### config.mk
export PLATFORM = sky130hd
export DESIGN_NAME = cga_vram_cpu_port
export DESIGN_NICKNAME = d
export VERILOG_FILES = /design/src/rtl/cga_pkg.sv /design/src/rtl/cga_post_fifo.sv /design/src/rtl/cga_vram_cpu_port.sv
export SDC_FILE = /design/constraint.sdc
export NUM_CORES = 1
export LEC_CHECK = 0
export ABC_AREA = 0
export BUFFER_PORTS_ARGS = -buffer_cell sky130_fd_sc_hd__buf_2
export CORE_MARGIN = 3
export CORE_UTILIZATION = 58
export CTS_BUF_LIST = sky130_fd_sc_hd__clkbuf_16
export DETAILED_ROUTE_END_ITERATION = 8
export GPL_TIMING_DRIVEN = 1
export PLACE_DENSITY = 0.86
export SLEW_MARGIN = 10
export SYNTH_ARGS = -nofsm -noshare
export SYNTH_HDL_FRONTEND = slang
export SYNTH_SLANG_ARGS = --single-unit
### constraint.sdc
create_clock -name clk -period 3.7 [get_ports clk]
set_clock_uncertainty 0.05 [all_clocks]
set_input_delay 0.185 -clock clk [delete_from_list [all_inputs] [get_ports clk]]
set_output_delay 0.185 -clock clk [all_outputs]
set_load 0.01 [all_outputs]
### src/rtl/cga_pkg.sv
// Shared types and constants for the CGA CPU-side VRAM port.
package cga_pkg;

  localparam logic [19:0] CGA_FB_BASE  = 20'hB8000;
  localparam logic [3:0]  CGA_RAM_PAGE = 4'b0001;

  // Posted-write word: {offset[14:0], data[7:0]}
  localparam int unsigned CGA_WR_W = 23;

  typedef enum logic [2:0] {
    ST_IDLE,
    ST_WR,
    ST_RD_ADDR,
    ST_RD_CAP,
    ST_RD_HOLD
  } cga_state_e;

endpackage

### src/rtl/cga_post_fifo.sv
// Small synchronous FIFO holding posted CPU writes until a RAM slot frees up.
module cga_post_fifo #(
  parameter int unsigned DEPTH = 4,
  parameter int unsigned WIDTH = 23
) (
  input  logic                     clk,
  input  logic                     reset,
  input  logic                     push,
  input  logic                     pop,
  input  logic [WIDTH-1:0]         din,
  output logic [WIDTH-1:0]         dout,
  output logic                     full,
  output logic                     empty,
  output logic [$clog2(DEPTH):0]   count
);

  localparam int unsigned     AW       = $clog2(DEPTH);
  localparam logic [AW:0]     FULL_CNT = DEPTH[AW:0];

  logic [WIDTH-1:0] mem [DEPTH];
  logic [AW-1:0]    wr_ptr;
  logic [AW-1:0]    rd_ptr;
  logic             do_push;
  logic             do_pop;

  assign full    = (count == FULL_CNT);
  assign empty   = (count == '0);
  assign do_pop  = pop & ~empty;
  // A push into a full FIFO is accepted when a pop frees a slot in the same clk.
  assign do_push = push & (~full | do_pop);
  assign dout    = mem[rd_ptr];

  // Pointer and occupancy tracking; pointers wrap naturally modulo DEPTH.
  always_ff @(posedge clk or posedge reset) begin
    if (reset) begin
      wr_ptr <= '0;
      rd_ptr <= '0;
      count  <= '0;
    end else begin
      if (do_push) wr_ptr <= wr_ptr + 1'b1;
      if (do_pop)  rd_ptr <= rd_ptr + 1'b1;
      case ({do_push, do_pop})
        2'b10:   count <= count + 1'b1;
        2'b01:   count <= count - 1'b1;
        default: ;
      endcase
    end
  end

  // Storage array write port.
  always_ff @(posedge clk) begin
    if (do_push) mem[wr_ptr] <= din;
  end

endmodule

### src/rtl/cga_vram_cpu_port.sv
// CPU-side VRAM port: decodes ISA cycles in the framebuffer window, posts
// writes into a FIFO and serves reads only in the sequencer's free RAM slot.
module cga_vram_cpu_port
  import cga_pkg::*;
#(
  parameter logic [19:0] FB_BASE    = CGA_FB_BASE,
  parameter logic [3:0]  RAM_PAGE   = CGA_RAM_PAGE,
  parameter int unsigned FIFO_DEPTH = 4
) (
  input  logic        clk,
  input  logic        reset,
  input  logic [19:0] bus_a,
  input  logic        bus_memr_l,
  input  logic        bus_memw_l,
  input  logic        bus_aen,
  input  logic [7:0]  bus_d,
  output logic [7:0]  bus_out,
  output logic        bus_dir,
  output logic        bus_rdy,
  input  logic        isa_slot,
  input  logic [7:0]  ram_d,
  output logic        cpu_ram_sel,
  output logic [18:0] cpu_ram_a,
  output logic [7:0]  cpu_ram_dout,
  output logic        cpu_ram_we_l
);

  localparam int unsigned CW = $clog2(FIFO_DEPTH) + 1;

  logic                cs;
  logic [2:0]          memr_q;
  logic [2:0]          memw_q;
  logic                memr_sync;
  logic                memw_sync;
  logic                rd_edge;
  logic                wr_edge;
  cga_state_e          state;
  cga_state_e          state_n;
  logic                rd_pend;
  logic                rd_valid;
  logic [14:0]         rd_addr;
  logic                wr_hold;
  logic                wr_acc;
  logic [CGA_WR_W-1:0] hold_word;
  logic [CGA_WR_W-1:0] wr_word;
  logic                fifo_push;
  logic                fifo_pop;
  logic                fifo_full;
  logic                fifo_empty;
  logic [CW-1:0]       fifo_count;
  logic [CGA_WR_W-1:0] fifo_din;
  logic [CGA_WR_W-1:0] fifo_dout;
  logic                hold_push;
  logic                direct_push;
  logic                hold_set;

  assign cs        = (bus_a[19:15] == FB_BASE[19:15]) & ~bus_aen;
  assign memr_sync = memr_q[1];
  assign memw_sync = memw_q[1];
  assign rd_edge   = memr_q[2] & ~memr_q[1] & cs;
  assign wr_edge   = memw_q[2] & ~memw_q[1] & cs;
  assign wr_word   = {bus_a[14:0], bus_d};

  assign fifo_pop    = (state == ST_WR) & ~fifo_empty;
  assign hold_push   = wr_hold & fifo_pop;
  assign direct_push = wr_edge & ~wr_hold & (~fifo_full | fifo_pop);
  assign hold_set    = wr_edge & ~wr_hold & fifo_full & ~fifo_pop;
  assign fifo_push   = hold_push | direct_push;
  assign fifo_din    = wr_hold ? hold_word : wr_word;

  // wr_acc masks the full term once this strobe's write is in the FIFO, so a
  // write that fills the FIFO (or a held write retired by a pop that leaves it
  // full) releases IOCHRDY instead of stalling until a further slot.
  assign bus_rdy = ~((cs & ~bus_memr_l & ~rd_valid) |
                     (cs & ~bus_memw_l & (fifo_full | wr_hold) & ~wr_acc));
  assign bus_dir = cs & ~bus_memr_l & rd_valid;

  cga_post_fifo #(
    .DEPTH (FIFO_DEPTH),
    .WIDTH (CGA_WR_W)
  ) u_fifo (
    .clk   (clk),
    .reset (reset),
    .push  (fifo_push),
    .pop   (fifo_pop),
    .din   (fifo_din),
    .dout  (fifo_dout),
    .full  (fifo_full),
    .empty (fifo_empty),
    .count (fifo_count)
  );

  // Strobe synchronisers; bit 2 keeps the previous synced value for edge detect.
  always_ff @(posedge clk or posedge reset) begin
    if (reset) begin
      memr_q <= '1;
      memw_q <= '1;
    end else begin
      memr_q <= {memr_q[1:0], bus_memr_l};
      memw_q <= {memw_q[1:0], bus_memw_l};
    end
  end

  // FSM state register.
  always_ff @(posedge clk or posedge reset) begin
    if (reset) state <= ST_IDLE;
    else       state <= state_n;
  end

  // Next-state and RAM-side outputs; writes always drain before a read issues.
  always_comb begin
    state_n      = state;
    cpu_ram_sel  = 1'b0;
    cpu_ram_we_l = 1'b1;
    cpu_ram_a    = '0;
    cpu_ram_dout = '0;
    case (state)
      ST_IDLE: begin
        if (isa_slot) begin
          if (fifo_count != '0) state_n = ST_WR;
          else if (rd_pend)     state_n = ST_RD_ADDR;
        end
      end
      ST_WR: begin
        cpu_ram_sel  = 1'b1;
        cpu_ram_we_l = 1'b0;
        cpu_ram_a    = {RAM_PAGE, fifo_dout[CGA_WR_W-1:8]};
        cpu_ram_dout = fifo_dout[7:0];
        state_n      = ST_IDLE;
      end
      ST_RD_ADDR: begin
        cpu_ram_sel = 1'b1;
        cpu_ram_a   = {RAM_PAGE, rd_addr};
        state_n     = ST_RD_CAP;
      end
      ST_RD_CAP:  state_n = ST_RD_HOLD;
      ST_RD_HOLD: if (memr_sync) state_n = ST_IDLE;
      default:    state_n = ST_IDLE;
    endcase
  end

  // Read request tracking and read-data capture.
  always_ff @(posedge clk or posedge reset) begin
    if (reset) begin
      rd_pend  <= 1'b0;
      rd_valid <= 1'b0;
      rd_addr  <= '0;
      bus_out  <= '0;
    end else begin
      if (state == ST_RD_ADDR) begin
        rd_pend  <= 1'b0;
        rd_valid <= 1'b1;
        bus_out  <= ram_d;
      end else if (rd_edge) begin
        rd_pend <= 1'b1;
        rd_addr <= bus_a[14:0];
      end
      if ((state == ST_RD_HOLD) && memr_sync) rd_valid <= 1'b0;
    end
  end

  // Held write when the FIFO is full, and per-strobe write acceptance.
  always_ff @(posedge clk or posedge reset) begin
    if (reset) begin
      wr_hold   <= 1'b0;
      wr_acc    <= 1'b0;
      hold_word <= '0;
    end else begin
      if (hold_push) begin
        wr_hold <= 1'b0;
      end else if (hold_set) begin
        wr_hold   <= 1'b1;
        hold_word <= wr_word;
      end
      if (direct_push | hold_push) wr_acc <= 1'b1;
      else if (memw_sync)          wr_acc <= 1'b0;
    end
  end

endmodule

==> results.cfg <==
[yosys]
synth_seq_area_share_pct = 67.0
synth_top_area_share_pct = 41.8
postSynthCellCount = 362
synth_area_leaders = edfxtp_1 42%, dfrtp_1 23%, mux2_2 8.4%
synth_largest_area_cell = edfxtp_1
ys_ff_latch = 158
ys.warnings.count = 0
synth_area_per_cell_um2 = 18.2
synth_cell_type_count = 42
synth_area_um2 = 6600

[setup_path]
cp-startpoint = u_fifo.count[0]
ff2ff_setup_slack_ns = 0.78
cp.arrival_ns = 3.20
crit_path_max_incr_delay_ns = 0.54
crit_chain = nor3_1 -> nor2_1 -> a32oi_2 -> ha_1 -> inv_1 -> fa_1 -> xor2_1 -> nor2_1 -> xor2_1
critPathCaptureType = register
timing.rr.end = u_fifo.count[2]
crit_required_ns = 3.98
r2r_cells = 9
crit_type = reg2reg
startpoint_type = register
critPathMaxFanout = 8
crit_slowest_cell = a32oi_2
r2r-start = u_fifo.count[0]
crit_path_end = u_fifo.count[2]

[die]
dieArea_um2 = 12700
initial_utilization_pct = 60.1
core.rowCount = 38
die_width_um = 113
ioPinCount = 81
fp.dieH_um = 113
core_area_um2 = 11000

[pwr]
ir_drop_uv = 373
leakage_nw = 3.38
powerDensity_nw_per_um2 = 643

[global_route]
grt_max_degree = 44
grt-ovfl-total = 0
grt_pass1_vias = 4033
gr-usage-all-layers_pct = 22.9
grt_first_pass_wirelength_um = 21700
grt_antenna_before_repair = 0

[final_layout]
layout.cells.most_common = edfxtp_1
final_nets = 532
final_cell_mix = 92 x edfxtp_1, 77 x buf_2, 59 x dfrtp_1, 49 x mux2_2, 33 x dlygate4sd3_1
utilization_pct = 73.5
final_layout_size_suffix_gt1_share_pct = 46.3
antenna_cells = 0
synthToLayoutAreaGrowth_pct = 22.2

[sta]
fmax_mhz = 342
rsz0062_at_grt = false
hold_viol = 0
setup_viol = 0
timing.slew.headroom_pct = 19.1
postLayoutSetupSlackWorst_ns = 0.779
tns_ns = 0
fin_crit_sh_pct = 79.0
period_minus_slack_ns = 2.92
hold_ws_ns = 0.0184
worst_pin_slew_ns = 1.21
slew_viol_final = 0

[cts]
postCtsSetupBuffers = 0
htree_levels = 4
clk_path_buf_depth = 2
clk_pin_slew_ns = 0.06
cts_sinks = 158
cts_buffers = 17
clock_latency_ns = 0.42
cts_tree = done
cts_resized = 0
root_buffer = clkbuf_16

[detailed_routing]
wl_per_cell_um = 21.3
postRouteAntennaNets = 0
drc = 0
drt_iter0_markers = 177
vias_per_cell = 5.76
vias = 3669
finalWirelength_um = 13600
firstDrtPassIters = 5

[placement]
pre_cts_ws_ns = 0.952
port_buffers = 77
gp_congestion = 0.755
dpl.hpwl_um = 7670

[min_path]
hp-class = in2reg

[run_status]
outcome = finished clean

[flow_run]
maxCapViolCount = 0
==> worst max-delay path: cells and delay by family, from the launching register on <==
family	cells	cell delay [ns]
adders and majority gates	2	0.67
xor gates and xnor gates	2	0.34
buffers and inverters	1	0.06
AOI/OAI and AO/OA	1	0.54
and+or+nand+nor	3	0.73
DFF	1	0.44
==> worst min-delay path by stage <==
stage / start / end / cells after the start
after CTS: bus_a[6] / hold_word[14] / 2
final: bus_a[6] / hold_word[14] / 2
after global routing: bus_a[6] / hold_word[14] / 2
after detailed placement: bus_memw_l / memw_q[0] / 1
after global placement: bus_memr_l / memr_q[0] / 1
after floorplan: bus_memr_l / memr_q[0] / 0
==> routing by layer <==
layer,up-vias,GRT usage [%],share of wire (%)
met1,1901,28.2,40
met4,0,10.8,2.1
met3,26,5.29,4.9
li1,1610,-,-
met5,-,0,0
met2,132,38.6,53
==> where the power goes <==
part           internal (mW)  leakage (nW)  switching (mW)  total [mW]
registers               2.01          1.69           0.254        2.26
logic                  0.657          1.38           0.543        1.20
clock network           1.06         0.306           0.663        1.72
total                   3.73          3.38            1.46        5.19
==> through the flow <==
step	cells	power, mW	cell area (µm²)
CTS	637	5.22	8070
finish	637	5.19	8070
detailed placement	572	3.45	7140
global placement	572	3.41	7140
global route	637	5.41	8070
floorplan	364	3.05	6610
==> cells in the mapped netlist, drive strengths merged <==
cell / count
or2: 1
buf: 12
mux2i: 1
nand2: 6
nor2b: 13
a22o: 15
nor4b: 1
and4bb: 1
and3: 1
o32ai: 1
a31oi: 1
dfstp: 6
nand3: 2
a32oi: 1
o21ai: 2
conb: 1
mux2: 70
nand3b: 2
clkbuf: 10
edfxtp: 92
dfrtp: 60
a21oi: 3
mux4: 23
nor3b: 2
xnor2: 3
nand2b: 1
o21bai: 1
nor3: 4
nor2: 6
inv: 10
xor2: 3
or4: 1
ha: 5
fa: 1
==> area by class of cell <==
| type | instances | area, µm² |
|---|---|---|
| Sequential cell | 158 | 4420 |
| Multi-Input combinational cell | 174 | 2020 |
| Tap cell | 140 | 175 |
| Timing Repair Buffer | 123 | 813 |
| Clock buffer | 19 | 475 |
| Fill cell | 631 | 2910 |
| Inverter | 10 | 37.5 |
| Clock inverter | 13 | 120 |
==> state kept, by name, summed over array words and instances, names as in the netlist <==
signal         cells
u_fifo.mem        92
hold_word         23
rd_addr           15
bus_out            8
memr_q             3
memw_q             3
state              3
u_fifo.count       3
u_fifo.rd_ptr      2
u_fifo.wr_ptr      2
rd_pend            1
rd_valid           1
wr_acc             1
wr_hold            1
==> cell families (layout without fill, tap and decap cells) <==
| kind of cell | Yosys count | count (layout) | synth area share [%] |
|---|---|---|---|
| multiplexers | 94 | 94 | 21.0 |
| adder cells (fa/ha/maj) | 6 | 6 | 1.25 |
| XOR/XNOR | 6 | 6 | 0.796 |
| buffers and inverters | 32 | 165 | 2.75 |
| AND/OR/NAND/NOR | 41 | 41 | 4.23 |
| other | 1 | 3 | 0.0568 |
| flip-flops | 158 | 158 | 67.0 |
| AO/OA/AOI/OAI | 24 | 24 | 2.96 |
==> timing repair <==
item	4_1_cts	5_1_grt
hold buffers	33	0
endpoints found under the hold margin	79	0
setup endpoints to repair	0	0
(Power assumes the default switching activity.)
